### config.mk
export PLATFORM = sky130hd
export DESIGN_NAME = bus_uart_tx_flat
export DESIGN_NICKNAME = d
export VERILOG_FILES = /design/src/rtl/tiny_cpu_pkg.sv /design/src/rtl/bus_uart_tx_if.sv /design/src/rtl/bus_uart_tx_byte_fifo.sv /design/src/rtl/bus_uart_tx.sv /design/src/flat_wrapper.sv
export SDC_FILE = /design/constraint.sdc
export NUM_CORES = 1
export LEC_CHECK = 0
export ABC_AREA = 1
export ABC_CLOCK_PERIOD_IN_PS = 6100
export CAP_MARGIN = 15
export CORE_MARGIN = 8
export CORE_UTILIZATION = 50
export CTS_CLUSTER_SIZE = 24
export DETAILED_ROUTE_END_ITERATION = 10
export PLACE_DENSITY = 0.86
export SLEW_MARGIN = 20
export SYNTH_ARGS = -nofsm -noshare
export SYNTH_HDL_FRONTEND = slang
export SYNTH_HIERARCHICAL = 1
export SYNTH_SLANG_ARGS = --single-unit
### constraint.sdc
create_clock -name clk -period 6.1 [get_ports clk]
set_clock_uncertainty 0.05 [all_clocks]
set_input_delay 0.61 -clock clk [delete_from_list [all_inputs] [get_ports clk]]
set_output_delay 0.61 -clock clk [all_outputs]
set_load 0.02 [all_outputs]
### src/rtl/tiny_cpu_pkg.sv
// Shared definitions for the tiny CPU bus and its UART transmitter peripheral.
package tiny_cpu_pkg;

  typedef enum logic [1:0] {
    CMD_READ    = 2'd0,
    CMD_WRITE   = 2'd1,
    CMD_READ_B  = 2'd2,
    CMD_WRITE_B = 2'd3
  } bus_cmd_t;

  localparam logic [1:0] UART_REG_DATA   = 2'd0;
  localparam logic [1:0] UART_REG_STATUS = 2'd2;

  localparam int STAT_BUSY  = 0;
  localparam int STAT_FULL  = 1;
  localparam int STAT_EMPTY = 2;
  localparam int STAT_OVF   = 3;

  typedef enum logic [1:0] {
    UART_IDLE,
    UART_START,
    UART_DATA,
    UART_STOP
  } uart_state_t;

endpackage

### src/rtl/bus_uart_tx_if.sv
// Toggle-handshake bus between the CPU (master) and a bus IP (slave).
interface bus_uart_tx_if;
  logic [15:0] addr;
  logic [1:0]  cmd;
  logic        run;
  logic [15:0] wr_data;
  logic [15:0] rd_data;
  logic        done;

  modport master (output addr, cmd, run, wr_data, input rd_data, done);
  modport slave  (input addr, cmd, run, wr_data, output rd_data, done);
endinterface

### src/rtl/bus_uart_tx_byte_fifo.sv
// Synchronous FIFO; dout shows the head entry whenever the FIFO is non-empty.
module byte_fifo #(
  parameter int DEPTH = 4,
  parameter int WIDTH = 8
) (
  input  logic             clk,
  input  logic             reset,
  input  logic             push,
  input  logic             pop,
  input  logic [WIDTH-1:0] din,
  output logic [WIDTH-1:0] dout,
  output logic             full,
  output logic             empty
);
  localparam int PTR_W = $clog2(DEPTH);
  localparam int CNT_W = PTR_W + 1;

  logic [WIDTH-1:0] mem [DEPTH];
  logic [PTR_W-1:0] wr_ptr, rd_ptr;
  logic [CNT_W-1:0] count;
  logic             wr_en, rd_en;

  assign full  = (count == CNT_W'(DEPTH));
  assign empty = (count == '0);
  assign wr_en = push && !full;
  assign rd_en = pop && !empty;
  assign dout  = mem[rd_ptr];

  always_ff @(posedge clk) begin
    if (reset) begin
      wr_ptr <= '0;
      rd_ptr <= '0;
      count  <= '0;
    end else begin
      if (wr_en) wr_ptr <= wr_ptr + PTR_W'(1);
      if (rd_en) rd_ptr <= rd_ptr + PTR_W'(1);
      case ({wr_en, rd_en})
        2'b10:   count <= count + CNT_W'(1);
        2'b01:   count <= count - CNT_W'(1);
        default: count <= count;
      endcase
    end
  end

  always_ff @(posedge clk) begin
    if (wr_en) mem[wr_ptr] <= din;
  end
endmodule

### src/rtl/bus_uart_tx.sv
// Memory-mapped 8N1 UART transmitter: bus slave with DATA/STATUS registers,
// a transmit FIFO and a serialiser FSM.
module bus_uart_tx
  import tiny_cpu_pkg::*;
#(
  parameter int CLKS_PER_BIT = 4,
  parameter int FIFO_DEPTH   = 4
) (
  input  logic          clk,
  input  logic          reset,
  bus_uart_tx_if.slave  bus,
  output logic          txd,
  output logic          tx_busy
);
  localparam int CNT_W = $clog2(CLKS_PER_BIT);

  uart_state_t      state, state_n;
  logic [CNT_W-1:0] cnt, cnt_n;
  logic [2:0]       bit_idx, bit_n;
  logic [7:0]       shift, shift_n;
  logic             pop;

  logic       done_q, overflow;
  logic [15:0] rd_q, rd_next, status;
  logic       pending, is_wr, is_status, push, clr_ovf;
  logic [7:0] fifo_dout;
  logic       fifo_full, fifo_empty;
  bus_cmd_t   cmd_e;
  logic       unused_bits;

  assign unused_bits = ^{bus.addr[15:2], bus.wr_data[15:8]};

  byte_fifo #(.DEPTH(FIFO_DEPTH), .WIDTH(8)) u_fifo (
    .clk(clk), .reset(reset), .push(push), .pop(pop), .din(bus.wr_data[7:0]),
    .dout(fifo_dout), .full(fifo_full), .empty(fifo_empty)
  );

  // Bus slave decode
  assign cmd_e     = bus_cmd_t'(bus.cmd);
  assign pending   = (bus.run != done_q);
  assign is_wr     = (cmd_e == CMD_WRITE) || (cmd_e == CMD_WRITE_B);
  assign is_status = (bus.addr[1] == UART_REG_STATUS[1]);
  assign push      = pending && is_wr && !is_status && !((cmd_e == CMD_WRITE_B) && bus.addr[0]);
  assign clr_ovf   = pending && is_wr && is_status;
  assign tx_busy   = (state != UART_IDLE) || !fifo_empty;

  always_comb begin
    status             = '0;
    status[STAT_BUSY]  = tx_busy;
    status[STAT_FULL]  = fifo_full;
    status[STAT_EMPTY] = fifo_empty;
    status[STAT_OVF]   = overflow;
    rd_next            = '0;
    if (is_status) begin
      if (cmd_e == CMD_READ_B) rd_next = bus.addr[0] ? '0 : {8'h00, status[7:0]};
      else                     rd_next = status;
    end
  end

  always_ff @(posedge clk) begin
    if (reset) begin
      done_q   <= 1'b0;
      rd_q     <= '0;
      overflow <= 1'b0;
    end else if (pending) begin
      done_q <= ~done_q;
      if (!is_wr) rd_q <= rd_next;
      if (push && fifo_full) overflow <= 1'b1;
      else if (clr_ovf)      overflow <= 1'b0;
    end
  end

  assign bus.done    = done_q;
  assign bus.rd_data = rd_q;

  // Serialiser
  always_ff @(posedge clk) begin
    if (reset) begin
      state   <= UART_IDLE;
      cnt     <= '0;
      bit_idx <= '0;
      shift   <= '0;
    end else begin
      state   <= state_n;
      cnt     <= cnt_n;
      bit_idx <= bit_n;
      shift   <= shift_n;
    end
  end

  always_comb begin
    state_n = state;
    cnt_n   = cnt;
    bit_n   = bit_idx;
    shift_n = shift;
    pop     = 1'b0;
    txd     = 1'b1;
    case (state)
      UART_IDLE: begin
        if (!fifo_empty) begin
          pop     = 1'b1;
          shift_n = fifo_dout;
          cnt_n   = '0;
          state_n = UART_START;
        end
      end
      UART_START: begin
        txd = 1'b0;
        if (cnt == CNT_W'(CLKS_PER_BIT - 1)) begin
          cnt_n   = '0;
          bit_n   = '0;
          state_n = UART_DATA;
        end else cnt_n = cnt + CNT_W'(1);
      end
      UART_DATA: begin
        txd = shift[0];
        if (cnt == CNT_W'(CLKS_PER_BIT - 1)) begin
          cnt_n   = '0;
          shift_n = {1'b0, shift[7:1]};
          if (bit_idx == 3'd7) state_n = UART_STOP;
          else                 bit_n   = bit_idx + 3'd1;
        end else cnt_n = cnt + CNT_W'(1);
      end
      UART_STOP: begin
        if (cnt == CNT_W'(CLKS_PER_BIT - 1)) begin
          cnt_n   = '0;
          state_n = UART_IDLE;
        end else cnt_n = cnt + CNT_W'(1);
      end
      default: state_n = UART_IDLE;
    endcase
  end
endmodule

### src/flat_wrapper.sv
// flat-port wrapper written by rule: the top's interface ports become plain ports
module bus_uart_tx_flat import tiny_cpu_pkg::*;
#(
  parameter int CLKS_PER_BIT = 4,
  parameter int FIFO_DEPTH   = 4
)
  (clk, reset, txd, tx_busy, bus_addr, bus_cmd, bus_run, bus_wr_data, bus_rd_data, bus_done);
  bus_uart_tx_if bus_i ();
  input  logic clk;
  input  logic reset;
  output logic txd;
  output logic tx_busy;
  input wire logic [$bits(bus_i.addr)-1:0] bus_addr;
  input wire logic [$bits(bus_i.cmd)-1:0] bus_cmd;
  input wire logic [$bits(bus_i.run)-1:0] bus_run;
  input wire logic [$bits(bus_i.wr_data)-1:0] bus_wr_data;
  output wire logic [$bits(bus_i.rd_data)-1:0] bus_rd_data;
  output wire logic [$bits(bus_i.done)-1:0] bus_done;
  assign bus_i.addr = bus_addr;
  assign bus_i.cmd = bus_cmd;
  assign bus_i.run = bus_run;
  assign bus_i.wr_data = bus_wr_data;
  assign bus_rd_data = bus_i.rd_data;
  assign bus_done = bus_i.done;
  bus_uart_tx #(.CLKS_PER_BIT(CLKS_PER_BIT), .FIFO_DEPTH(FIFO_DEPTH)) u_core (.clk(clk), .reset(reset), .bus(bus_i), .txd(txd), .tx_busy(tx_busy));
endmodule
== Yosys cells after proc, flatten, opt, wreduce, memory -nomap -nowiden ==
Memories as Yosys holds them, arrays and structs flattened. A register that Yosys moved wholly into a read port is not among the register bits.
Index checks and enable logic that the tools add are counted.
Word-level totals
  register bits: 40
  memory bits (writable): 32
  bits of input ports: 37
  output and inout port bits: 19
  word-level logic and storage cells: 93
  memories: 1
Memories
  u_core.u_fifo.mem: depth 4, bits a word 8, read ports 1, clocked after memory_dff 1, wr ports 1, line bus_uart_tx_byte_fifo.sv:18  | logic [WIDTH-1:0] mem [DEPTH];
Operators by class
  add/subtract/negate cells: 6
  equality and inequality tests: 18
  mux-type cells: 29
  bitwise gates (word level): 2
  reduce and logical (&&, ||, !) cells: 27
Operators with widths (count)
  16-bit 2-to-1 mux: 2
  2-bit 2-to-1 mux: 9
  8-bit 2-to-1 mux: 2
  8-bit one-hot mux with 2 select lines: 1
  2-bit == test (second input constant): 6
  3-bit one-hot mux with 2 select lines: 2
  2-bit nonzero test: 5
  3-bit 2-to-1 mux: 3
  1-bit logical AND: 8
  2-bit by 1-bit inequality test with 1-bit output (second input constant): 4
  2-bit one-hot mux with 4 select lines: 1
  2-bit by 1-bit adder with 2-bit output (second input constant): 3
  3-bit by 1-bit adder with 3-bit output (second input constant): 2
  2-bit by 1-bit == test with 1-bit output (second input constant): 3
  3-bit == test (second input constant): 2
  1-bit 2-to-1 mux: 6
  5-bit AND reduction: 1
  1-bit logical NOT: 4
  4-bit 2-to-1 mux: 1
  2-bit inequality test (second input constant): 2
  2-bit one-hot mux with 2 select lines: 1
  2-bit AND reduction: 2
  4-bit AND reduction: 1
  3-bit logical NOT: 1
  8 further kinds: 10

== Depth between registers and ports, before layout ==
  word-level depth: 8
  gate-level depth with buffers: 15
  depth with buffers taken out: 15

== Cells and area by module ==
Netlist, hierarchy kept.
By module, submodules not included
  byte_fifo: times used 1, cells an instance 146, area an instance 1691.6 um2, sequential area each 1141.1 um2
  bus_uart_tx: times used 1, cells an instance 187, area an instance 1267.5 um2, sequential area each 420.4 um2

== Worst setup path after synthesis ==
OpenSTA, ideal clock, no wires.
  path kind: input to register
  from: in bus_cmd[1]
  to: reg u_core.u_fifo.count[1]
  setup time: 70 ps
  data arrival time: 2123 ps
  required time: 5980 ps
  path slack: 3857 ps
  stages on the path: 7
  buffers on the path: 0
  cells stage by stage: a21oi_1 > nor3b_1 > nand2_4 > ha_1 > inv_1 > fa_1 > a21oi_1
Between the ends
  word-level cells in the longest chain between the ends: 8
  elaborated cells between the ends (all ways): 13
  classes of those cells: eq/ne (4); mux (1); reduce/logical (8)
RTL lines
  start, declared: line flat_wrapper.sv:14  | input wire logic [$bits(bus_i.cmd)-1:0] bus_cmd;
  2-bit by 1-bit == test with 1-bit output / 2-bit == test (equally long branches): line bus_uart_tx.sv:41, bus_uart_tx.sv:43
  1-bit logical OR: line bus_uart_tx.sv:41  | assign is_wr = (cmd_e == CMD_WRITE) || (cmd_e == CMD_WRITE_B);
  1-bit logical AND (2 in a row): line bus_uart_tx.sv:43  | assign push = pending && is_wr && !is_status && !((cmd_e == CMD_WRITE_B) && bus.addr[0]);
  1-bit logical AND *: line bus_uart_tx.sv:43
  named net u_core.push: line bus_uart_tx.sv:25  | logic pending, is_wr, is_status, push, clr_ovf;
  1-bit logical AND *: line bus_uart_tx_byte_fifo.sv:25  | assign wr_en = push && !full;
  2-bit by 1-bit == test with 1-bit output / 2-bit == test (equally long branches): line bus_uart_tx_byte_fifo.sv:37  | case ({wr_en, rd_en})
  3-bit one-hot mux with 2 select lines / 2-bit nonzero test (equally long branches)
  end signal, assigned: line bus_uart_tx_byte_fifo.sv:38  | 2'b10: count <= count + CNT_W'(1);
  end signal, assigned: line bus_uart_tx_byte_fifo.sv:39  | 2'b01: count <= count - CNT_W'(1);
  end signal, assigned: line bus_uart_tx_byte_fifo.sv:40  | default: count <= count;
  end, declared: line bus_uart_tx_byte_fifo.sv:20  | logic [CNT_W-1:0] count;
Mark *: on every way through the listed nets, which the timed path passes. The rest lies on a longest branch.
A chain may end at the register's enable or synchronous reset.

== Final worst setup path ==
  from: reg u_core.state[0]
  to: out txd
Between the ends
  word-level cells in the longest chain between the ends: 2
  elaborated cells between the ends (all ways): 3
  classes of those cells: eq/ne (2); mux (1)
RTL lines
  start, declared: line bus_uart_tx.sv:17  | uart_state_t state, state_n;
  start signal, assigned: line bus_uart_tx.sv:84  | state <= state_n;
  2-bit == test / 2-bit by 1-bit == test with 1-bit output (equally long branches): line bus_uart_tx.sv:98  | case (state)
  1-bit one-hot mux with 2 select lines *: line bus_uart_tx.sv:98
  end, declared: line flat_wrapper.sv:11  | output logic txd;
Every way passes the cells marked *; elsewhere a longest branch is shown, timed or not.

==> flow_summary.ini <==
[status]
status = completed

[synth]
synth.distinct_cells = 25
async_reset_ff_share_pct = 0
sequential_share_of_the_synthesized_area_pct = 52.77
mean_cell_area_of_the_mapped_netlist_um2 = 8.886
ys_warn_count = 6
synth_top_cell_by_area = sky130_fd_sc_hd__edfxtp_1
yosys.cell_count.top_type = sky130_fd_sc_hd__nand2_1
synth-edff-count = 32
netlist_area_mm2 = 0.002959
ys_seq_elements = 62
synth-main-ff-cell = sky130_fd_sc_hd__edfxtp_1
synth.top_cells.by_area = sky130_fd_sc_hd__edfxtp_1 (32%), sky130_fd_sc_hd__dfxtp_1 (20%), sky130_fd_sc_hd__nand2_1 (7.1%), sky130_fd_sc_hd__nor2_1 (6.6%), sky130_fd_sc_hd__ha_1 (5.5%)
netlist.area_leader.share_pct = 32.47
synthTopCellsByCount = sky130_fd_sc_hd__nand2_1 (56), sky130_fd_sc_hd__nor2_1 (52), sky130_fd_sc_hd__inv_1 (39), sky130_fd_sc_hd__edfxtp_1 (32)
synthCells = 333

[finish]
n_antenna_cell = 0
synthToLayoutAreaGrowth_pct = 14.21
layout.area.seq_mm2 = 0.001562
final_layout_size_suffix_gt1_share_pct = 10.16
fin_nets = 410
area_of_the_multi_input_gates_mm2 = 0.001130
fillerInstances = 502

[clock_network]
clockBufferDepth = 2
cts_inserted_buffers = 9
htreeDepth = 3
cts_tree = done
clkLatencyLatePin_ps = 340
clkSlewWorstSetupHoldPaths_ps = 70
clock_sinks = 62
cts-hold-fix-buffers = 0
clock-root-buffer = sky130_fd_sc_hd__clkbuf_8
post_cts.repair.setup_buffers = 0
post_cts_resize_count = 0

[drt]
drt_first_pass_iters = 4
drt-wirelength-per-cell_um = 12.71
route.antenna.remaining_nets = 0
drc = 0
routed_via_density = 5.027
detailedRoute.firstIterationViolations = 202
totalWireLength_um = 5578
dr_total_vias = 2207

[global_routing]
grt.total_usage_pct = 13.99
antenna_found_initial = 0
grt_first_pass_wirelength_um = 9563
grt-ovfl-total = 0
grt_start_max_net_pins = 19
vias_in_the_first_global_route = 2196

[placement]
hpwlAfterDp_um = 3968
place.port_buffers = 21
routabilityCongestion = 0.7816

[sta]
final-hold-violation-count = 0
setup_viol_count_final = 0
tightestPinTransition_ps = 828.3
finalWorstPathRequiredPeriod_ps = 2894
fmax_mhz = 345.6
slew_headroom_pct = 44.58
min_period_over_period_pct = 47.44
finalMaxSlewViolations = 0
setup-tns-final_ps = 0
rsz0062_at_grt = false

[worst_setup_path]
slowest_stage = sky130_fd_sc_hd__clkdlybuf4s50_1
cp_data_arrival_time_ps = 2230
critPathKind = reg2out
endpoint_kind = output port
timing.reg2reg.setup_slack_ps = 3780
critical_path.startpoint_type = flop
cp_max_fo = 16
critical_path.top_delay_family = buffers and inverters
max_stage_delay_ps = 630
cp.required_ps = 5440
path_buf_inv = 2
path_cells = inv_1 -> ha_1 -> nand2_1 -> o21ai_0 -> clkdlybuf4s50_1

[die]
fp.dieArea_mm2 = 0.008636
design.core.area_mm2 = 0.005816
placementRows = 28
io_pins = 56
chipHeight_um = 92.93
floorplan.initialDensity_pct = 50.88
die_width_um = 92.93

[pwr]
pwr_density_cell_mw_per_mm2 = 339.9
ir_worst_vdd_uv = 201.3
p_leak_nw = 1.434
finalPower_mw = 1.149

[min_path]
worstHoldPathType = reg2reg

[job]
maxCapViolCount = 0
-- cell usage in the layout, fill, tap and decap left out, drive strengths merged --
master and instances:
a21oi 10, and3 4, clkbuf 11, clkdlybuf4s50 21, clkinv 2, clkinvlp 2, conb 12, dfxtp 30
edfxtp 32, fa 1, ha 13, inv 47, nand2 63, nand3 13, nand4 3, nor2 56
nor3b 1, o21ai 35, o22ai 8
-- routing by layer --
| layer | share of wire [%] | up-vias | wire (µm) | global-route usage (%) |
|---|---|---|---|---|
| met5 | 0 | - | 0 | 0 |
| met4 | 1.5 | 0 | 85 | 8.188 |
| met3 | 6.0 | 8 | 333 | 3.803 |
| met2 | 51 | 54 | 2872 | 23.73 |
| met1 | 41 | 1033 | 2286 | 15.39 |
| li1 | - | 1112 | - | - |
-- flip-flops by register name (all words and copies together) (netlist names), named ones only --
| name | flops |
|---|---|
| u_core/u_fifo/wr_ptr | 2 |
| u_core/state | 2 |
| u_core/bit_idx | 3 |
| u_core/u_fifo/count | 3 |
| u_core/shift | 8 |
| u_core/cnt | 2 |
| u_core/bus.done | 1 |
| u_core/overflow | 1 |
| u_core/u_fifo/mem | 32 |
| u_core/u_fifo/rd_ptr | 2 |
| u_core/bus.rd_data | 4 |
-- where the power goes --
part	internal (mW)	switching, mW
Combinational	0.102	0.185
Clock	0.198	0.166
Sequential	0.475	0.0224
-- worst register-to-register path, delay by kind of cell (launching register included) --
| kind | cells | cell delay, ps |
|---|---|---|
| fa+ha+maj | 3 | 840 |
| buf+inv | 5 | 420 |
| flops | 1 | 330 |
| simple gates | 7 | 580 |
-- logic make-up after synthesis --
family,share of synthesized area (%)
buffers and inverters,10.44
AOI/OAI and AO/OA,9.683
adders and majority gates,6.174
DFF,52.77
other,0.1267
and+or+nand+nor,20.80
-- final cells by class --
cell class,instances,area share (%)
multi-input combinational,219,33.43
timing repair buffer,21,6.220
tap,75,2.777
clock inverter,5,1.111
sequential,62,46.21
clock buffer,11,5.146
inverter,46,5.109
-- worst paths after layout --
| path | startpoint | to | cells after the start |
|---|---|---|---|
| worst min-delay path | u_core/overflow | u_core/overflow | 2 |
| worst max-delay path | u_core/state[0] | txd | 5 |
| worst max register to register | u_core/state[0] | u_core/u_fifo/count[2] | 15 |
| worst min register to register | u_core/overflow | u_core/overflow | 2 |
-- through the flow --
step                cell area, µm²  utilization [%]  hold slack, ps  std cells  worst slack, ps
floorplan                     3000                -           388.6        344             3857
global placement              3168            54.47           405.1        423             3084
detailed placement            3168            54.47           412.5        423             3047
CTS                           3379            58.11           423.9        439             3150
global route                  3379            58.11           444.2        439             3036
finish                        3379            58.11           424.4        439             3206
(Power assumes the default switching activity.)
